File: src/rtl/pipe_ctrl_if.sv
// Pipeline control bus: stage stall/jump requests in,
// stall/flush/redirect and perf counters out.
interface pipe_ctrl_if #(
  parameter int CNT_W = 32
);
  logic             if_stall_req;
  logic             id_stall_req;
  logic             mem_stall_req;
  logic             ex_jump;
  logic [31:0]      ex_jump_addr;
  logic             if_ack;
  logic [5:0]       stall;
  logic             flush;
  logic             redirect_valid;
  logic [31:0]      redirect_addr;
  logic [CNT_W-1:0] cyc_cnt;
  logic [CNT_W-1:0] stall_cnt;
  logic [CNT_W-1:0] flush_cnt;

  modport master (
    output if_stall_req, id_stall_req,
    output mem_stall_req, ex_jump,
    output ex_jump_addr, if_ack,
    input  stall, flush,
    input  redirect_valid, redirect_addr,
    input  cyc_cnt, stall_cnt, flush_cnt
  );

  modport slave (
    input  if_stall_req, id_stall_req,
    input  mem_stall_req, ex_jump,
    input  ex_jump_addr, if_ack,
    output stall, flush,
    output redirect_valid, redirect_addr,
    output cyc_cnt, stall_cnt, flush_cnt
  );
endinterface

File: src/rtl/pipe_ctrl.sv
// Central pipeline control: stall vector, jump flush,
// held PC redirect for IF, and performance counters.
module pipe_ctrl #(
  parameter int CNT_W = 32
) (
  input logic       clk,
  input logic       rst,
  pipe_ctrl_if.slave bus
);

  typedef enum logic {
    IDLE,
    PEND
  } state_t;

  state_t           state;
  state_t           state_nxt;
  logic             accept;
  logic [31:0]      addr_q;
  logic [CNT_W-1:0] cyc_q;
  logic [CNT_W-1:0] stall_q;
  logic [CNT_W-1:0] flush_q;

  // Stall vector: the deepest requesting stage wins
  always_comb begin
    bus.stall = 6'b000000;
    if (bus.mem_stall_req)
      bus.stall = 6'b011111;
    else if (bus.id_stall_req)
      bus.stall = 6'b000111;
    else if (bus.if_stall_req)
      bus.stall = 6'b000011;
  end

  // A jump is only taken when EX is not frozen
  always_comb begin
    accept   = bus.ex_jump && !bus.stall[3];
    bus.flush = accept;
  end

  // Redirect next state: newest accepted jump wins
  always_comb begin
    state_nxt = state;
    unique case (state)
      IDLE: if (accept) state_nxt = PEND;
      PEND: begin
        if (accept)
          state_nxt = PEND;
        else if (bus.if_ack)
          state_nxt = IDLE;
      end
      default: state_nxt = IDLE;
    endcase
  end

  // Redirect state and target register
  always_ff @(posedge clk or negedge rst) begin
    if (!rst) begin
      state  <= IDLE;
      addr_q <= '0;
    end else begin
      state <= state_nxt;
      if (accept)
        addr_q <= bus.ex_jump_addr;
    end
  end

  // Free-running perf counters, wrapping
  always_ff @(posedge clk or negedge rst) begin
    if (!rst) begin
      cyc_q   <= '0;
      stall_q <= '0;
      flush_q <= '0;
    end else begin
      cyc_q <= cyc_q + 1'b1;
      if (|bus.stall)
        stall_q <= stall_q + 1'b1;
      if (accept)
        flush_q <= flush_q + 1'b1;
    end
  end

  // Drive registered outputs
  always_comb begin
    bus.redirect_valid = (state == PEND);
    bus.redirect_addr  = addr_q;
    bus.cyc_cnt        = cyc_q;
    bus.stall_cnt      = stall_q;
    bus.flush_cnt      = flush_q;
  end

endmodule

File: src/flat_wrapper.sv
// flat-port wrapper written by rule: the top's interface ports become plain ports
module pipe_ctrl_flat 
#(
  parameter int CNT_W = 32
)
  (clk, rst, bus_if_stall_req, bus_id_stall_req, bus_mem_stall_req, bus_ex_jump, bus_ex_jump_addr, bus_if_ack, bus_stall, bus_flush, bus_redirect_valid, bus_redirect_addr, bus_cyc_cnt, bus_stall_cnt, bus_flush_cnt);
  pipe_ctrl_if #(.CNT_W(CNT_W)) bus_i ();
  input logic clk;
  input logic rst;
  input wire logic [$bits(bus_i.if_stall_req)-1:0] bus_if_stall_req;
  input wire logic [$bits(bus_i.id_stall_req)-1:0] bus_id_stall_req;
  input wire logic [$bits(bus_i.mem_stall_req)-1:0] bus_mem_stall_req;
  input wire logic [$bits(bus_i.ex_jump)-1:0] bus_ex_jump;
  input wire logic [$bits(bus_i.ex_jump_addr)-1:0] bus_ex_jump_addr;
  input wire logic [$bits(bus_i.if_ack)-1:0] bus_if_ack;
  output wire logic [$bits(bus_i.stall)-1:0] bus_stall;
  output wire logic [$bits(bus_i.flush)-1:0] bus_flush;
  output wire logic [$bits(bus_i.redirect_valid)-1:0] bus_redirect_valid;
  output wire logic [$bits(bus_i.redirect_addr)-1:0] bus_redirect_addr;
  output wire logic [$bits(bus_i.cyc_cnt)-1:0] bus_cyc_cnt;
  output wire logic [$bits(bus_i.stall_cnt)-1:0] bus_stall_cnt;
  output wire logic [$bits(bus_i.flush_cnt)-1:0] bus_flush_cnt;
  assign bus_i.if_stall_req = bus_if_stall_req;
  assign bus_i.id_stall_req = bus_id_stall_req;
  assign bus_i.mem_stall_req = bus_mem_stall_req;
  assign bus_i.ex_jump = bus_ex_jump;
  assign bus_i.ex_jump_addr = bus_ex_jump_addr;
  assign bus_i.if_ack = bus_if_ack;
  assign bus_stall = bus_i.stall;
  assign bus_flush = bus_i.flush;
  assign bus_redirect_valid = bus_i.redirect_valid;
  assign bus_redirect_addr = bus_i.redirect_addr;
  assign bus_cyc_cnt = bus_i.cyc_cnt;
  assign bus_stall_cnt = bus_i.stall_cnt;
  assign bus_flush_cnt = bus_i.flush_cnt;
  pipe_ctrl #(.CNT_W(CNT_W)) u_core (.clk(clk), .rst(rst), .bus(bus_i));
endmodule
File: config.mk
export PLATFORM = sky130hd
export DESIGN_NAME = pipe_ctrl_flat
export DESIGN_NICKNAME = d
export VERILOG_FILES = /design/src/rtl/pipe_ctrl_if.sv /design/src/rtl/pipe_ctrl.sv /design/src/flat_wrapper.sv
export SDC_FILE = /design/constraint.sdc
export NUM_CORES = 1
export LEC_CHECK = 0
export CORE_MARGIN = 4
export CORE_UTILIZATION = 50
export DETAILED_ROUTE_END_ITERATION = 6
export GPL_ROUTABILITY_DRIVEN = 0
export PLACE_DENSITY = 0.83
export SYNTH_ARGS = -nofsm -noshare
export SYNTH_HDL_FRONTEND = slang
export SYNTH_SLANG_ARGS = --single-unit
File: constraint.sdc
create_clock -name clk -period 2.7 [get_ports clk]
set_input_delay 0.54 -clock clk [delete_from_list [all_inputs] [get_ports clk]]
set_output_delay 0.54 -clock clk [all_outputs]
set_load 0.05 [all_outputs]
==> results of run 1 <==
==> registers in the layout (all words and copies together), names as in the netlist <==
signal	flops
u_core.bus.redirect_addr	32
u_core.bus.cyc_cnt	32
u_core.bus.redirect_valid	1
u_core.bus.stall_cnt	32
u_core.bus.flush_cnt	32
==> worst max path at each step <==
stage,slack (ps),endpoint
3_3_place_gp,230,u_core.bus.stall_cnt[30]$_DFFE_PN0P_
2_1_floorplan,610,bus_stall[1]
6_report,300,bus_stall[0]
4_1_cts,290,bus_stall[0]
3_5_place_dp,70,u_core.bus.flush_cnt[26]$_DFFE_PN0P_
5_1_grt,240,bus_stall[0]
==> layer usage <==
layer,share of wire,wire length [um]
met1,0.40,5677
met2,0.52,7412
met3,0.064,921
met4,0.024,348
met5,0,0
==> power breakdown <==
part | switching, W | internal [W]
Combinational | 0.000908 | 0.000507
Sequential | 0.000178 | 0.00211
Clock | 0.000814 | 0.00160
Total | 0.00190 | 0.00422
==> logic make-up after synthesis <==
group	count (synthesis)	synth area share
and+or+nand+nor	176	0.1929
DFF	129	0.5675
xor gates and xnor gates	92	0.1417
muxes	34	0.06731
buffers and inverters	24	0.02046
adders and majority gates	3	0.006600
AOI/OAI and AO/OA	2	0.002860
other	1	0.0006593
==> stage by stage <==
step | hold slack [ps] | cells | power [W]
2_1_floorplan | 244.4 | 461 | 0.003160
3_3_place_gp | 456.4 | 766 | 0.003707
3_5_place_dp | 460.7 | 766 | 0.003733
4_1_cts | 149.9 | 797 | 0.006177
5_1_grt | 168.4 | 797 | 0.006352
6_report | 131.4 | 797 | 0.006117
==> cells in the final DEF (no fill, tap or decap), types with 11 or more instances in the layout <==
cell type / synthesis / layout
clkdlybuf4s50_1: 0 / 166
dfrtp_1: 129 / 129
xnor2_1: 60 / 60
nand4_1: 38 / 38
mux2_2: 33 / 33
xor2_1: 32 / 32
nand3_1: 27 / 27
nand2_1: 25 / 25
and3_1: 17 / 17
clkbuf_16: 0 / 17
and4_1: 14 / 14
nor3_1: 13 / 13
buf_4: 4 / 13
nor2_1: 11 / 11
==> final cells by class <==
cell class / instances / area (um2)
sequential: 129 / 3228
multi-input combinational: 308 / 2351
tap: 140 / 175.2
inverter: 7 / 26.28
clock buffer: 20 / 466.7
clock inverter: 11 / 160.2
timing repair buffer: 182 / 1819
fill: 738 / 2756
==> impl_metrics.json, run 1 <==
{
  "syn_avg_cell_area_um2": 12.34,
  "io_pins": 175,
  "synth_cells": 461,
  "synth_top_area_frac": 0.5675,
  "leakagePower_nw": 3.613,
  "place_ws_ps": 69.10,
  "track_usage": 0.2297,
  "period_minus_slack_ps": 2405,
  "status": "finished clean",
  "grt_max_degree": 48,
  "synth_area_um2": 5688,
  "cp_max_fo": 7,
  "avgViaCountPerCell": 5.524,
  "yosysMostFrequentCell": "dfrtp_1",
  "reg2reg_slack_ps": 600,
  "clock-sinks": 129,
  "nNetsFinal": 687,
  "grt_use_met3": 0.06818,
  "remaining_drc_errors": 0,
  "ys_types": 32,
  "rsz0062_at_grt": "false",
  "ys_warn_count": 0,
  "crit_path_start_kind": "input pin",
  "synth_area_leaders": "dfrtp_1 (57%), xnor2_1 (9.2%), mux2_2 (6.5%)",
  "path_delay_family": "buffers and inverters",
  "synth_area_leader_cell": "dfrtp_1",
  "crit_chain": "clkdlybuf4s50_1 > or3_1 > buf_4",
  "clk_pin_slew_ps": 60,
  "synth_ff_type": "dfrtp_1",
  "dpl.hpwl_um": 10050,
  "worst-slew-pin-transition_ps": 622.6,
  "cp_num_cells": 3,
  "die_h_um": 114.7,
  "syn2layout_area_growth_pct": 44.63,
  "fmax_mhz": 415.8,
  "ctsResizeCount": 0,
  "grt.overflow.total": 0,
  "clockRootBuffer": "clkbuf_16",
  "r2r_cells": 5,
  "final_area_um2": 8227,
  "fp.coreArea_um2": 10980,
  "maxSlewHeadroom": 0.5849,
  "dieArea_um2": 13150,
  "p_per_area_nw_per_um2": 743.5,
  "clock_path_buffers": 2,
  "grt_pass1_wl_um": 23490,
  "vias": 4403,
  "io_buffers": 173,
  "antenna_found_initial": 0,
  "final_antenna_net_count": 0,
  "timing.rr.end": "u_core.bus.flush_cnt[26]$_DFFE_PN0P_",
  "cts_buffers": 17,
  "tritoncts": "built",
  "drv_cap": 0,
  "setup_slack_ps": 295.2,
  "drive_above_1_share": 0.1385,
  "hold_violations": 0,
  "rows": 38,
  "critical_path_buf_inv_count": 2,
  "first_iter_violations": 234,
  "critPathSlowestCell": "clkdlybuf4s50_1",
  "yosys-top-cells-count": "dfrtp_1 (129), xnor2_1 (60), nand4_1 (38)",
  "fin_skew_ps": 7.424,
  "ys_ff_latch": 129,
  "holdCritPathClass": "in -> async",
  "floorplan.initialDensity": 0.5179,
  "slowest_delay_ps": 550,
  "busiest_layer": "met2",
  "synth_nets": 503,
  "fp.dieW_um": 114.7,
  "r2r_start": "u_core.bus.flush_cnt[0]$_DFFE_PN0P_",
  "required_ps": 2160,
  "place_area_um2": 7600,
  "clock_latency_ps": 410,
  "dr.pass1.iters": 4,
  "critPathKind": "in -> out",
  "setup_violations": 0,
  "tns_ps": 0,
  "final_util": 0.7490,
  "cts_setup_buffers": 0,
  "end_kind": "primary output",
  "grtUsageMet2": 0.3803,
  "period_share": 0.8907,
  "yosysSeqAreaShare": 0.5675,
  "grt_pass1_vias": 4528,
  "grt_util_met1": 0.2803,
  "vdd_drop_max_mv": 0.6093,
  "wl_per_cell_um": 18.02,
  "drv_slew": 0,
  "ctsHoldBuffers": 0,
  "totalWireLength_um": 14360,
  "synthArstFlopShare": 1.000,
  "synth-edff-count": 0,
  "worst_ep_arrival_time_ps": 1860,
  "htree_levels": 4,
  "n_antenna_cell": 0,
  "critical_path.startpoint": "bus_mem_stall_req"
}
Note: power is estimated with default switching activity, not from simulation.
==> run 2, diff against run 1 <==
CTS_CLUSTER_DIAMETER = 200   (was not set)
==> results of run 2 <==
Same layout as run 1: the final DEF is identical, and so are final timing and power.
==> run 3, diff against run 2 <==
CORE_UTILIZATION = 51   (was 50)
PLACE_DENSITY = 0.84   (was 0.83)
==> run 3 against run 2 <==
Net effect: clock skew is 1.2 ps higher; first-iteration DRC count grew 18%; sequential cell count stayed put; sequential power about the same; clock-buffer cell count rose by 6; maximum frequency is 0.71% lower; non-clock buffer count rose by 2; via count down 1.5%; register-to-register slack improved by 140 ps; clock power shrank 8%; largest cell class unchanged; largest power group is now sequential cells.
==> impl_metrics.json, run 3 (same netlist as run 1, synthesis figures left out) <==
{
  "status": "finished clean",
  "crit_path_start_kind": "flop",
  "clock-sinks": 129,
  "dr.pass1.iters": 4,
  "multiInputGateArea_um2": 2351,
  "cts_buffers": 17,
  "io_buffers": 173,
  "cts_setup_buffers": 0,
  "final_common_cell": "clkdlybuf4s50_1",
  "switching_power_w": 0.001892,
  "setup_violations": 0,
  "wl_per_cell_um": 18.00,
  "antenna_found_initial": 0,
  "seq_power_share": 0.385,
  "required_ps": 2160,
  "place_area_um2": 7627,
  "holdCritPathClass": "in -> async",
  "tns_ps": 0,
  "worst-slew-pin-transition_ps": 556.8,
  "ctsHoldBuffers": 0,
  "hold_violations": 0,
  "nNetsFinal": 689,
  "tritoncts": "built",
  "avgViaCountPerCell": 5.431,
  "rows": 38,
  "htree_levels": 4,
  "path_delay_family": "buffers and inverters",
  "p_int_w": 0.004046,
  "fin_skew_ps": 8.658,
  "r2r_start": "u_core.bus.flush_cnt[0]$_DFFE_PN0P_",
  "p_comb_frac": 0.240,
  "crit_chain": "clkdlybuf4s50_1",
  "worst_ep_arrival_time_ps": 1880,
  "regArea_um2": 3228,
  "final_antenna_net_count": 0,
  "place_inst": 768,
  "dpl.hpwl_um": 10230,
  "end_kind": "primary output",
  "floorplan.initialDensity": 0.5224,
  "final_util": 0.7532,
  "vias": 4339,
  "drv_slew": 0,
  "maxSlewHeadroom": 0.6276,
  "dieArea_um2": 12910,
  "ctsResizeCount": 0,
  "clk_pin_slew_ps": 60,
  "period_minus_slack_ps": 2422,
  "power_frac_clock": 0.375,
  "die_h_um": 113.6,
  "fp.dieW_um": 113.6,
  "vdd_drop_max_mv": 0.8208,
  "drive_above_1_share": 0.1351,
  "first_iter_violations": 276,
  "fp.coreArea_um2": 10890,
  "totalWireLength_um": 14380,
  "grt_max_degree": 44,
  "clock_path_buffers": 2,
  "final_area_um2": 8200,
  "track_usage": 0.2313,
  "grt_pass1_wl_um": 23340,
  "critPathSlowestCell": "clkdlybuf4s50_1",
  "hold_ws_ps": 0.5810,
  "remaining_drc_errors": 0,
  "drv_cap": 0,
  "switching_share": 0.3187,
  "clockRootBuffer": "clkbuf_8",
  "critical_path_buf_inv_count": 1,
  "io_pins": 175,
  "stdcell_count": 799,
  "n_antenna_cell": 0,
  "fill_cells": 721,
  "rsz0062_at_grt": "false",
  "leakagePower_nw": 3.603,
  "critical_path.startpoint": "u_core.bus.flush_cnt[18]$_DFFE_PN0P_",
  "grt_pass1_vias": 4500,
  "cp_max_fo": 7,
  "grt.overflow.total": 0,
  "period_share": 0.8971,
  "reg2reg_slack_ps": 740,
  "layout_common_cells": "clkdlybuf4s50_1 (166), dfrtp_1 (129), xnor2_1 (60)",
  "fmax_mhz": 412.9,
  "critPathKind": "reg -> out",
  "slowest_delay_ps": 860,
  "clock_latency_ps": 530,
  "p_per_area_nw_per_um2": 724.2,
  "syn2layout_area_growth_pct": 44.17
}
run 3: cell count changes in the layout (fill, tap and decap cells not counted):
cell        change
clkinv_2        -2
bufinv_16       -2
buf_4           +1
clkinvlp_4      -2
clkbuf_8        +3
clkbuf_16       -1
clkbuf_1        +4
buf_12          +1
run 3: layout make-up:
type | instances | area share
flip-flops and latches | 129 | 0.3937
multi-input cells | 308 | 0.2867
repair buffers | 184 | 0.2252
clock buffers | 26 | 0.06073
well taps | 140 | 0.02136
clock inverters | 5 | 0.009155
inverters | 7 | 0.003204
run 3: path summary, 6_finish.rpt:
check | to | cells after the start
max reg2reg | u_core.bus.flush_cnt[20]$_DFFE_PN0P_ | 6
min | u_core.bus.redirect_addr[5]$_DFFE_PN0P_ | 1
max in group asynchronous | u_core.bus.flush_cnt[11]$_DFFE_PN0P_ | 2
min in group clk | u_core.bus.stall_cnt[31]$_DFFE_PN0P_ | 1
max | bus_flush_cnt[18] | 1
min reg2reg | u_core.bus.stall_cnt[31]$_DFFE_PN0P_ | 1
run 3: through the flow:
stage | power [W] | setup slack, ps
floorplan | 0.003160 | 612.0
global placement | 0.003697 | 255.3
detailed placement | 0.003739 | 190.5
CTS | 0.005983 | 250.2
global route | 0.006163 | 198.7
finish | 0.005938 | 277.9
run 3: power by group through the flow:
stage / Combinational [W] / Clock (W) / Sequential, W
6_report: 0.00143 / 0.00223 / 0.00228
3_5_place_dp: 0.00143 / 0 / 0.00231
4_1_cts: 0.00144 / 0.00226 / 0.00228
5_1_grt: 0.00150 / 0.00235 / 0.00231
2_1_floorplan: 0.000282 / 0 / 0.00288
3_3_place_gp: 0.00140 / 0 / 0.00229
run 3: worst register-to-register path: cells and delay by family (launching register included):
kind	cells	cell delay, ps
buffers and inverters	1	260
xor gates and xnor gates	1	180
adders and majority gates	1	190
DFF	1	430
and+or+nand+nor	3	830
run 3: routing by layer:
metal / part of all wire / global-route usage / up-vias / wire [um]
met1: 0.40 / 0.2817 / 2173 / 5774
met5: 0 / 0 / - / 0
met2: 0.51 / 0.3836 / 136 / 7402
li1: - / - / 2008 / -
met3: 0.064 / 0.07745 / 22 / 927
met4: 0.019 / 0.08494 / 0 / 278
